**src/rtl/magnitude_compare_pkg.sv**
```systemverilog
// Shared types and defaults for the magnitude compare arbiter.
// Holds the FSM state encoding and the default operand width.
package magnitude_compare_pkg;

  localparam int WIDTH_DEFAULT = 2;

  typedef enum logic [1:0] {
    IDLE    = 2'd0,
    COMPARE = 2'd1,
    RESPOND = 2'd2
  } state_e;

endpackage

```
**src/rtl/magnitude_compare_arbiter_if.sv**
```systemverilog
// Request/response bundle between two requesters and the arbiter.
// master = requester side, slave = arbiter side.
interface magnitude_compare_arbiter_if
  import magnitude_compare_pkg::*;
#(
  parameter int WIDTH = WIDTH_DEFAULT
);

  logic             req0_valid;
  logic             req1_valid;
  logic             req0_ready;
  logic             req1_ready;
  logic [WIDTH-1:0] req0_a;
  logic [WIDTH-1:0] req0_b;
  logic [WIDTH-1:0] req1_a;
  logic [WIDTH-1:0] req1_b;
  logic             rsp0_valid;
  logic             rsp1_valid;
  logic             rsp0_ready;
  logic             rsp1_ready;
  logic             rsp_a_less_b;
  logic             rsp_a_greater_b;
  logic             rsp_a_equal_b;

  modport master (
    output req0_valid, req1_valid,
    output req0_a, req0_b,
    output req1_a, req1_b,
    output rsp0_ready, rsp1_ready,
    input  req0_ready, req1_ready,
    input  rsp0_valid, rsp1_valid,
    input  rsp_a_less_b,
    input  rsp_a_greater_b,
    input  rsp_a_equal_b
  );

  modport slave (
    input  req0_valid, req1_valid,
    input  req0_a, req0_b,
    input  req1_a, req1_b,
    input  rsp0_ready, rsp1_ready,
    output req0_ready, req1_ready,
    output rsp0_valid, rsp1_valid,
    output rsp_a_less_b,
    output rsp_a_greater_b,
    output rsp_a_equal_b
  );

endinterface

```
**src/rtl/magnitude_comparator_nbit.sv**
```systemverilog
// Combinational unsigned magnitude comparator.
// Exactly one of the three outputs is high for any input pair.
module magnitude_comparator_nbit
  import magnitude_compare_pkg::*;
#(
  parameter int WIDTH = WIDTH_DEFAULT
) (
  input  logic [WIDTH-1:0] a,
  input  logic [WIDTH-1:0] b,
  output logic             a_less_b,
  output logic             a_greater_b,
  output logic             a_equal_b
);

  assign a_less_b    = (a < b);
  assign a_greater_b = (a > b);
  assign a_equal_b   = (a == b);

endmodule

```
**src/rtl/magnitude_compare_arbiter.sv**
```systemverilog
// Two-requester round-robin arbiter sharing one comparator.
// Define CMP_ARB_STATS_EN to add saturating per-requester grant counters.
module magnitude_compare_arbiter
  import magnitude_compare_pkg::*;
#(
  parameter int WIDTH = WIDTH_DEFAULT
) (
  input  logic                        clk,
  input  logic                        rst,
  magnitude_compare_arbiter_if.slave  bus
`ifdef CMP_ARB_STATS_EN
  ,
  output logic [7:0]                  grant_cnt0,
  output logic [7:0]                  grant_cnt1
`endif
);

  state_e           state;
  logic             prio;
  logic             gnt_id;
  logic [WIDTH-1:0] op_a;
  logic [WIDTH-1:0] op_b;
  logic             lt_q;
  logic             gt_q;
  logic             eq_q;
  logic             lt_c;
  logic             gt_c;
  logic             eq_c;
  logic             in_idle;
  logic             in_rsp;
  logic             gnt0;
  logic             gnt1;
  logic             accept;
  logic             done;

  magnitude_comparator_nbit #(
    .WIDTH (WIDTH)
  ) u_cmp (
    .a           (op_a),
    .b           (op_b),
    .a_less_b    (lt_c),
    .a_greater_b (gt_c),
    .a_equal_b   (eq_c)
  );

  // prio=1 means req1 wins a tie; it points past the last served.
  assign in_idle = (state == IDLE) && !rst;
  assign in_rsp  = (state == RESPOND);
  assign gnt1    = in_idle && bus.req1_valid
                && (!bus.req0_valid || prio);
  assign gnt0    = in_idle && bus.req0_valid && !gnt1;
  assign accept  = gnt0 || gnt1;

  assign bus.req0_ready = gnt0;
  assign bus.req1_ready = gnt1;
  assign bus.rsp0_valid = in_rsp && !gnt_id;
  assign bus.rsp1_valid = in_rsp && gnt_id;

  assign bus.rsp_a_less_b    = in_rsp && lt_q;
  assign bus.rsp_a_greater_b = in_rsp && gt_q;
  assign bus.rsp_a_equal_b   = in_rsp && eq_q;

  assign done = (bus.rsp0_valid && bus.rsp0_ready)
             || (bus.rsp1_valid && bus.rsp1_ready);

  always_ff @(posedge clk or posedge rst) begin
    if (rst) begin
      state  <= IDLE;
      prio   <= 1'b0;
      gnt_id <= 1'b0;
      op_a   <= '0;
      op_b   <= '0;
      lt_q   <= 1'b0;
      gt_q   <= 1'b0;
      eq_q   <= 1'b0;
    end else begin
      case (state)
        IDLE: begin
          if (accept) begin
            gnt_id <= gnt1;
            op_a   <= gnt1 ? bus.req1_a : bus.req0_a;
            op_b   <= gnt1 ? bus.req1_b : bus.req0_b;
            state  <= COMPARE;
          end
        end
        COMPARE: begin
          lt_q  <= lt_c;
          gt_q  <= gt_c;
          eq_q  <= eq_c;
          state <= RESPOND;
        end
        RESPOND: begin
          if (done) begin
            prio  <= ~gnt_id;
            lt_q  <= 1'b0;
            gt_q  <= 1'b0;
            eq_q  <= 1'b0;
            state <= IDLE;
          end
        end
        default: state <= IDLE;
      endcase
    end
  end

`ifdef CMP_ARB_STATS_EN
  always_ff @(posedge clk or posedge rst) begin
    if (rst) begin
      grant_cnt0 <= 8'd0;
      grant_cnt1 <= 8'd0;
    end else begin
      if (gnt0 && grant_cnt0 != 8'hFF)
        grant_cnt0 <= grant_cnt0 + 8'd1;
      if (gnt1 && grant_cnt1 != 8'hFF)
        grant_cnt1 <= grant_cnt1 + 8'd1;
    end
  end
`endif

endmodule

```
**src/flat_wrapper.sv**
```systemverilog
// flat-port wrapper written by rule: the top's interface ports become plain ports
module magnitude_compare_arbiter_flat import magnitude_compare_pkg::*;
#(
  parameter int WIDTH = WIDTH_DEFAULT
)
  (clk, rst, bus_req0_valid, bus_req1_valid, bus_req0_a, bus_req0_b, bus_req1_a, bus_req1_b, bus_rsp0_ready, bus_rsp1_ready, bus_req0_ready, bus_req1_ready, bus_rsp0_valid, bus_rsp1_valid, bus_rsp_a_less_b, bus_rsp_a_greater_b, bus_rsp_a_equal_b);
  magnitude_compare_arbiter_if #(.WIDTH(WIDTH)) bus_i ();
  input  logic clk;
  input  logic rst;
  input wire logic [$bits(bus_i.req0_valid)-1:0] bus_req0_valid;
  input wire logic [$bits(bus_i.req1_valid)-1:0] bus_req1_valid;
  input wire logic [$bits(bus_i.req0_a)-1:0] bus_req0_a;
  input wire logic [$bits(bus_i.req0_b)-1:0] bus_req0_b;
  input wire logic [$bits(bus_i.req1_a)-1:0] bus_req1_a;
  input wire logic [$bits(bus_i.req1_b)-1:0] bus_req1_b;
  input wire logic [$bits(bus_i.rsp0_ready)-1:0] bus_rsp0_ready;
  input wire logic [$bits(bus_i.rsp1_ready)-1:0] bus_rsp1_ready;
  output wire logic [$bits(bus_i.req0_ready)-1:0] bus_req0_ready;
  output wire logic [$bits(bus_i.req1_ready)-1:0] bus_req1_ready;
  output wire logic [$bits(bus_i.rsp0_valid)-1:0] bus_rsp0_valid;
  output wire logic [$bits(bus_i.rsp1_valid)-1:0] bus_rsp1_valid;
  output wire logic [$bits(bus_i.rsp_a_less_b)-1:0] bus_rsp_a_less_b;
  output wire logic [$bits(bus_i.rsp_a_greater_b)-1:0] bus_rsp_a_greater_b;
  output wire logic [$bits(bus_i.rsp_a_equal_b)-1:0] bus_rsp_a_equal_b;
  assign bus_i.req0_valid = bus_req0_valid;
  assign bus_i.req1_valid = bus_req1_valid;
  assign bus_i.req0_a = bus_req0_a;
  assign bus_i.req0_b = bus_req0_b;
  assign bus_i.req1_a = bus_req1_a;
  assign bus_i.req1_b = bus_req1_b;
  assign bus_i.rsp0_ready = bus_rsp0_ready;
  assign bus_i.rsp1_ready = bus_rsp1_ready;
  assign bus_req0_ready = bus_i.req0_ready;
  assign bus_req1_ready = bus_i.req1_ready;
  assign bus_rsp0_valid = bus_i.rsp0_valid;
  assign bus_rsp1_valid = bus_i.rsp1_valid;
  assign bus_rsp_a_less_b = bus_i.rsp_a_less_b;
  assign bus_rsp_a_greater_b = bus_i.rsp_a_greater_b;
  assign bus_rsp_a_equal_b = bus_i.rsp_a_equal_b;
  magnitude_compare_arbiter #(.WIDTH(WIDTH)) u_core (.clk(clk), .rst(rst), .bus(bus_i));
endmodule
```
**config.mk**
```make
export PLATFORM = sky130hd
export DESIGN_NAME = magnitude_compare_arbiter_flat
export DESIGN_NICKNAME = d
export VERILOG_FILES = /design/src/rtl/magnitude_compare_pkg.sv /design/src/rtl/magnitude_compare_arbiter_if.sv /design/src/rtl/magnitude_comparator_nbit.sv /design/src/rtl/magnitude_compare_arbiter.sv /design/src/flat_wrapper.sv
export SDC_FILE = /design/constraint.sdc
export NUM_CORES = 1
export LEC_CHECK = 0
export ABC_AREA = 0
export BUFFER_PORTS_ARGS = -buffer_cell sky130_fd_sc_hd__buf_2
export CAP_MARGIN = 20
export CORE_UTILIZATION = 48
export DETAILED_ROUTE_END_ITERATION = 10
export GPL_TIMING_DRIVEN = 0
export PLACE_DENSITY = 0.8
export SLEW_MARGIN = 20
export SYNTH_ARGS = -nofsm -noshare
export SYNTH_HDL_FRONTEND = slang
export SYNTH_HIERARCHICAL = 1
export SYNTH_SLANG_ARGS = --single-unit
```
**constraint.sdc**
```tcl
create_clock -name clk -period 1.6 [get_ports clk]
set_clock_uncertainty 0.05 [all_clocks]
set_input_delay 0.32 -clock clk [delete_from_list [all_inputs] [get_ports clk]]
set_output_delay 0.32 -clock clk [all_outputs]
set_load 0.05 [all_outputs]
```
## Yosys cells after proc, flatten, opt, wreduce, memory -nomap -nowiden

Cells that the tools add are included.

- Bits in registers: 11
- Input port bits: 14
- Logic and storage cells: 50

- Reduce and logical (&&, ||, !) cells: 25
- Eq/ne operators: 5
- Muxes and demuxes: 9
- Bitwise logic cells: 1
- $lt $le $gt $ge: 2

Operators with widths:

| operator | count |
|---|---|
| 1-bit logical AND | 12 |
| 2-bit 2-to-1 mux | 4 |
| 2-bit AND reduction | 4 |
| 1-bit case mux with 2 select lines | 3 |
| 2-bit case mux with 3 select lines | 1 |
| 1-bit zero test | 4 |
| 1-bit logical OR | 3 |
| 2-bit by 1-bit equality test with 1-bit output (second input constant) | 1 |
| 2-bit equality test | 1 |
| 2-bit equality test (second input constant) | 1 |
| 2-bit > comparator | 1 |
| 2-bit zero test | 1 |
| 2-bit less-than comparator | 1 |
| 2-bit by 1-bit inequality test with 1-bit output (second input constant) | 1 |
| 2-bit inequality test (second input constant) | 1 |
| 2-bit nonzero test | 1 |
| 1-bit 2-to-1 mux | 1 |
| 1-bit NOT | 1 |

## Depth between registers and ports, before layout

- Word-level depth: 9
- Mapped depth: 5
- Mapped depth without buffers: 5

## Modules after synthesis

The synthesis kept the hierarchy.

Modules (own cells, without submodules):

| module | area each (µm²) | instances | sequential area each (µm²) | cells an instance |
|---|---|---|---|---|
| magnitude_compare_arbiter | 613.1 | 1 | 275.3 | 62 |
| magnitude_comparator_nbit | 62.6 | 1 | 0.0 | 9 |

## Worst setup path before layout

No wires, ideal clock.

- Path kind: flip-flop to output port
- Start point: register u_core.state[1]
- End point: output bus_req0_ready
- Cell stages (with the launch flop): 5
- Path slack: -0.344 ns
- Buffers on the path: 1
- Required time: 1.230 ns
- Arrival: 1.574 ns
- Path through: dfrtp_1 > nor3_2 > buf_4 > nand2_1 > a21oi_1

- Word-level cells in the longest chain between the ends: 6
- Elaborated cells between the ends (all ways): 7
- Those cells by class: 7 x reduce/logical

Ends and longest elaborated chain:

| element | RTL line | RTL |
|---|---|---|
| start, declared | magnitude_compare_arbiter.sv:18 | `state_e state;` |
| start signal, assigned | magnitude_compare_arbiter.sv:68 | `state <= IDLE;` |
| start signal, assigned | magnitude_compare_arbiter.sv:83 | `state <= COMPARE;` |
| start signal, assigned | magnitude_compare_arbiter.sv:90 | `state <= RESPOND;` |
| 2-bit zero test * | magnitude_compare_arbiter.sv:47 | `assign in_idle = (state == IDLE) && !rst;` |
| 1-bit logical AND * | magnitude_compare_arbiter.sv:47 |  |
| 1-bit logical AND | magnitude_compare_arbiter.sv:49 | `assign gnt1 = in_idle && bus.req1_valid` |
| 1-bit logical AND | magnitude_compare_arbiter.sv:50 | `&& (!bus.req0_valid \|\| prio);` |
| 1-bit zero test | magnitude_compare_arbiter.sv:51 | `assign gnt0 = in_idle && bus.req0_valid && !gnt1;` |
| 1-bit logical AND * | magnitude_compare_arbiter.sv:51 |  |
| end, declared | flat_wrapper.sv:18 | `output wire logic [$bits(bus_i.req0_ready)-1:0] bus_req0_ready;` |

Every way passes the cells marked *; elsewhere a longest branch is shown, timed or not.

## Final worst setup path

- Start point: register u_core.state[1]
- End point: output bus_req1_ready

- Word-level cells in the longest chain between the ends: 4

Ends and longest elaborated chain:

| element | RTL line | RTL |
|---|---|---|
| 2-bit zero test | magnitude_compare_arbiter.sv:47 |  |
| 1-bit logical AND | magnitude_compare_arbiter.sv:47 |  |
| 1-bit logical AND | magnitude_compare_arbiter.sv:49 |  |
| 1-bit logical AND | magnitude_compare_arbiter.sv:50 |  |
| end, declared | flat_wrapper.sv:19 | `output wire logic [$bits(bus_i.req1_ready)-1:0] bus_req1_ready;` |

No other way between the ends.

==> metrics.md <==
| Metric | Value |
|---|---|
| Outcome | `finished with violations` |
| Failing checks | `setup timing` |
| Syn nets | `87` |
| Max-slew violation count | `0` |
| DRC viols | `0` |
| Fin Hold WS | `22.18 ps` |
| Post-Synth Adder-Cell Area | `3.704%` |
| Clock network power share | `11.7%` |
| GRT Residual Overflow | `0` |
| RSZ-0062 raised after global routing | `true` |
| Layout Cells excl Fill | `118` |
| Sinks on Clock Net | `11` |
| Sequential Power Share | `31.2%` |
| Fin crit period | `1755 ps` |
| Yosys Warn Count | `6` |
| CTS Hold Bufs | `0` |
| Rows | `13` |
| Iter 0 DRT Violations | `6` |
| First-pass GRT wire length | `2.063 mm` |
| Commonest non-fill, non-tap cell in the layout | `buf_2` |
| GPL Wtd Cong | `0.6554` |
| Die Y | `39.52 um` |
| Die Wd | `39.52 um` |
| DR vias/cell | `5.347` |
| Ports | `21` |
| Critical Path AT | `1390 ps` |
| Num CTS Buffers | `3` |
| Clk slew on worst S/H paths | `70 ps` |
| Sequential-to-total area share from yosys stat | `40.74%` |
| Routed WL | `1.419 mm` |
| Pre-antenna DRT Iters | `4` |
| Yosys cell types | `27` |
| TritonCTS clock tree | `yes` |
| Setup ws final | `-155.4 ps` |
| Sw frac | `38.96%` |
| # fillers | `86` |
| Util after Layout | `76.15%` |
| Clock Path Buffers | `2` |
| Post-synth top area cell | `dfrtp_1` |
| Register Area | `277.8 sq um` |
| CP required | `1230 ps` |
| I/O Buffers | `20` |
| Yosys reg bits | `11` |
| Max Cap Viol | `0` |
| Largest cells by area after synthesis | `dfrtp_1, o22a_1, inv_1` |
| Routed WL per cell | `12.03 um` |
| Logic pwr share | `57.1%` |
| Relative slew slack | `70.05%` |
| Post-synthesis simple-gate area fraction | `20.74%` |
| Hold Fails Final Rpt | `0` |
| CP Max Fanout | `3` |
| Final Cell Area | `991.0 sq um` |
| Xor/xnor share of the synthesized area | `0%` |
| Internal | `970.3 uW` |
| Tightest Pin Transition | `449.3 ps` |
| CTS root buf | `clkbuf_4` |
| Share of cells above drive strength 1 | `48.54%` |
| Post-synthesis mux area share | `1.667%` |
| Inst Count DP | `106` |
| Number of global-route vias before repair | `525` |
| RR Startpoint | `u_core/state[1]$_DFFE_PP0P_` |
| All-Layer GR Usage | `20.33%` |
| Commonest non-fill, non-tap cells in the layout | `buf_2, inv_1, dfrtp_1` |
| Full die area | `0.001561 sq mm` |
| DR vias | `631` |
| Final ANT Viol Nets | `0` |
| Sw power | `619.3 uW` |
| Netlist Area Pre-Place | `675.6 sq um` |
| Placed cell area | `805.8 sq um` |
| PD cells | `1604 mW/mm^2` |
| Lkg Pwr | `0.0004819 uW` |
| Reg2reg setup slack | `220 ps` |
| Worst setup SP type | `flop` |
| Synth Area per Inst | `9.516 sq um` |
| Skew-Pair Late Insertion Delay | `260 ps` |
| Antenna violations before repair | `0` |
| Synth Instances | `71` |
| Min-delay worst type | `input port to asynchronous set/reset pin` |
| Largest net degree at the start of global routing | `12` |
| # H-tree levels | `1` |
| Synth-to-layout area growth | `46.67%` |
| Yosys top cell area share | `40.74%` |
| Nets@finish | `120` |
| Multi-input gate area | `389.1 sq um` |
| WS Path Type | `flop to output port` |
| Initial Utilization | `51.92%` |
| Final Cycle Share | `109.7%` |
| ANT cells | `0` |
| Peak supply drop | `741.0 uV` |
| Core box area | `0.001301 sq mm` |
| FMAX | `0.5697 GHz` |
| Final setup viols | `6` |
| Synth Area in Compound Gates | `24.81%` |
| Largest family of logic cells by synthesized area | `compound AO/OA/AOI/OAI gates` |
| Worst setup path startpoint | `u_core/state[1]$_DFFE_PP0P_` |
| CP endpoint kind | `output port` |
[worst max-delay path, stage by stage (launching register included)]
cell and delay, ps:
dfrtp_2 430, nor3_4 220, buf_6 140, and3_4 190, buf_8 140
[synth_stat cells, drive strengths merged]
cell type	number
or2b	1
mux2	1
nor3	1
nand2b	2
a32o	3
and2b	1
a31oi	4
o211ai	4
dfrtp	11
o22a	4
buf	2
and2	7
o21bai	1
a21o	1
a21oi	4
clkbuf	1
ha	2
or2	1
nand2	6
o2bb2ai	1
nor2b	2
nor2	1
and3	1
inv	9
[per-layer routing]
metal  share of wire [%]  up-vias  GRT usage [%]
met4                0.99        0          12.93
li1                    -      315              -
met2                  55       21          35.25
met3                 3.5        2          3.409
met5                   0        -              0
met1                  41      293          22.50
[power by group through the flow]
stage | sequential [uW] | clock (uW) | combinational, uW
2_1_floorplan | 464 | 0 | 575
3_3_place_gp | 483 | 0 | 672
3_5_place_dp | 491 | 0 | 693
4_1_cts | 491 | 196 | 871
5_1_grt | 511 | 215 | 977
6_report | 496 | 185 | 908
[repair_timing]
item | 4_1_cts | 5_1_grt
setup buffers | 5 | 3
resized for setup | 28 | 3
setup endpoints to repair | 7 | 7
endpoints found under the hold margin | 0 | 0
cloned | 0 | 0
pin swaps | 5 | 1
[cell families (layout without fill, tap and decap cells)]
family,after synthesis,after routing
simple gates,23,23
compound gates,22,22
buf+inv,12,44
flops,11,11
fa+ha+maj,2,2
mux,1,1
[final timing paths]
path                                          endpoint  cells after the start
max                                     bus_req1_ready                      4
min                            u_core/gt_q$_DFFE_PP0P_                      2
max reg2reg                 u_core/op_a[1]$_DFFE_PP0P_                      5
min reg2reg                    u_core/eq_q$_DFFE_PP0P_                      1
max in group asynchronous  u_core/state[0]$_DFFE_PP0P_                      2
min in group clk               u_core/prio$_DFFE_PP0P_                      3
[per-stage QoR]
step           setup TNS [ps]  setup WS (ps)  total power, uW
3_5_place_dp           -272.5         -160.7             1184
3_3_place_gp           -172.7         -112.2             1156
4_1_cts                -827.0         -180.1             1558
2_1_floorplan               0          6.308             1040
6_report               -778.1         -155.4             1590
5_1_grt                 -1110         -222.8             1704
[state kept, by name, indices dropped and copies added, names as in the netlist]
signal	flops
u_core/op_b	2
u_core/eq_q	1
u_core/op_a	2
u_core/prio	1
u_core/state	2
u_core/lt_q	1
u_core/gt_q	1
u_core/gnt_id	1
[cell type report]
type,instances,share of cell area [%]
Multi-Input combinational cell,48,39.27
Sequential cell,11,28.03
Timing Repair Buffer,28,22.10
Inverter,9,3.409
Clock buffer,4,2.652
Buffer,3,2.652
Tap cell,15,1.894
No activity file was read; power rests on OpenSTA's default activity.
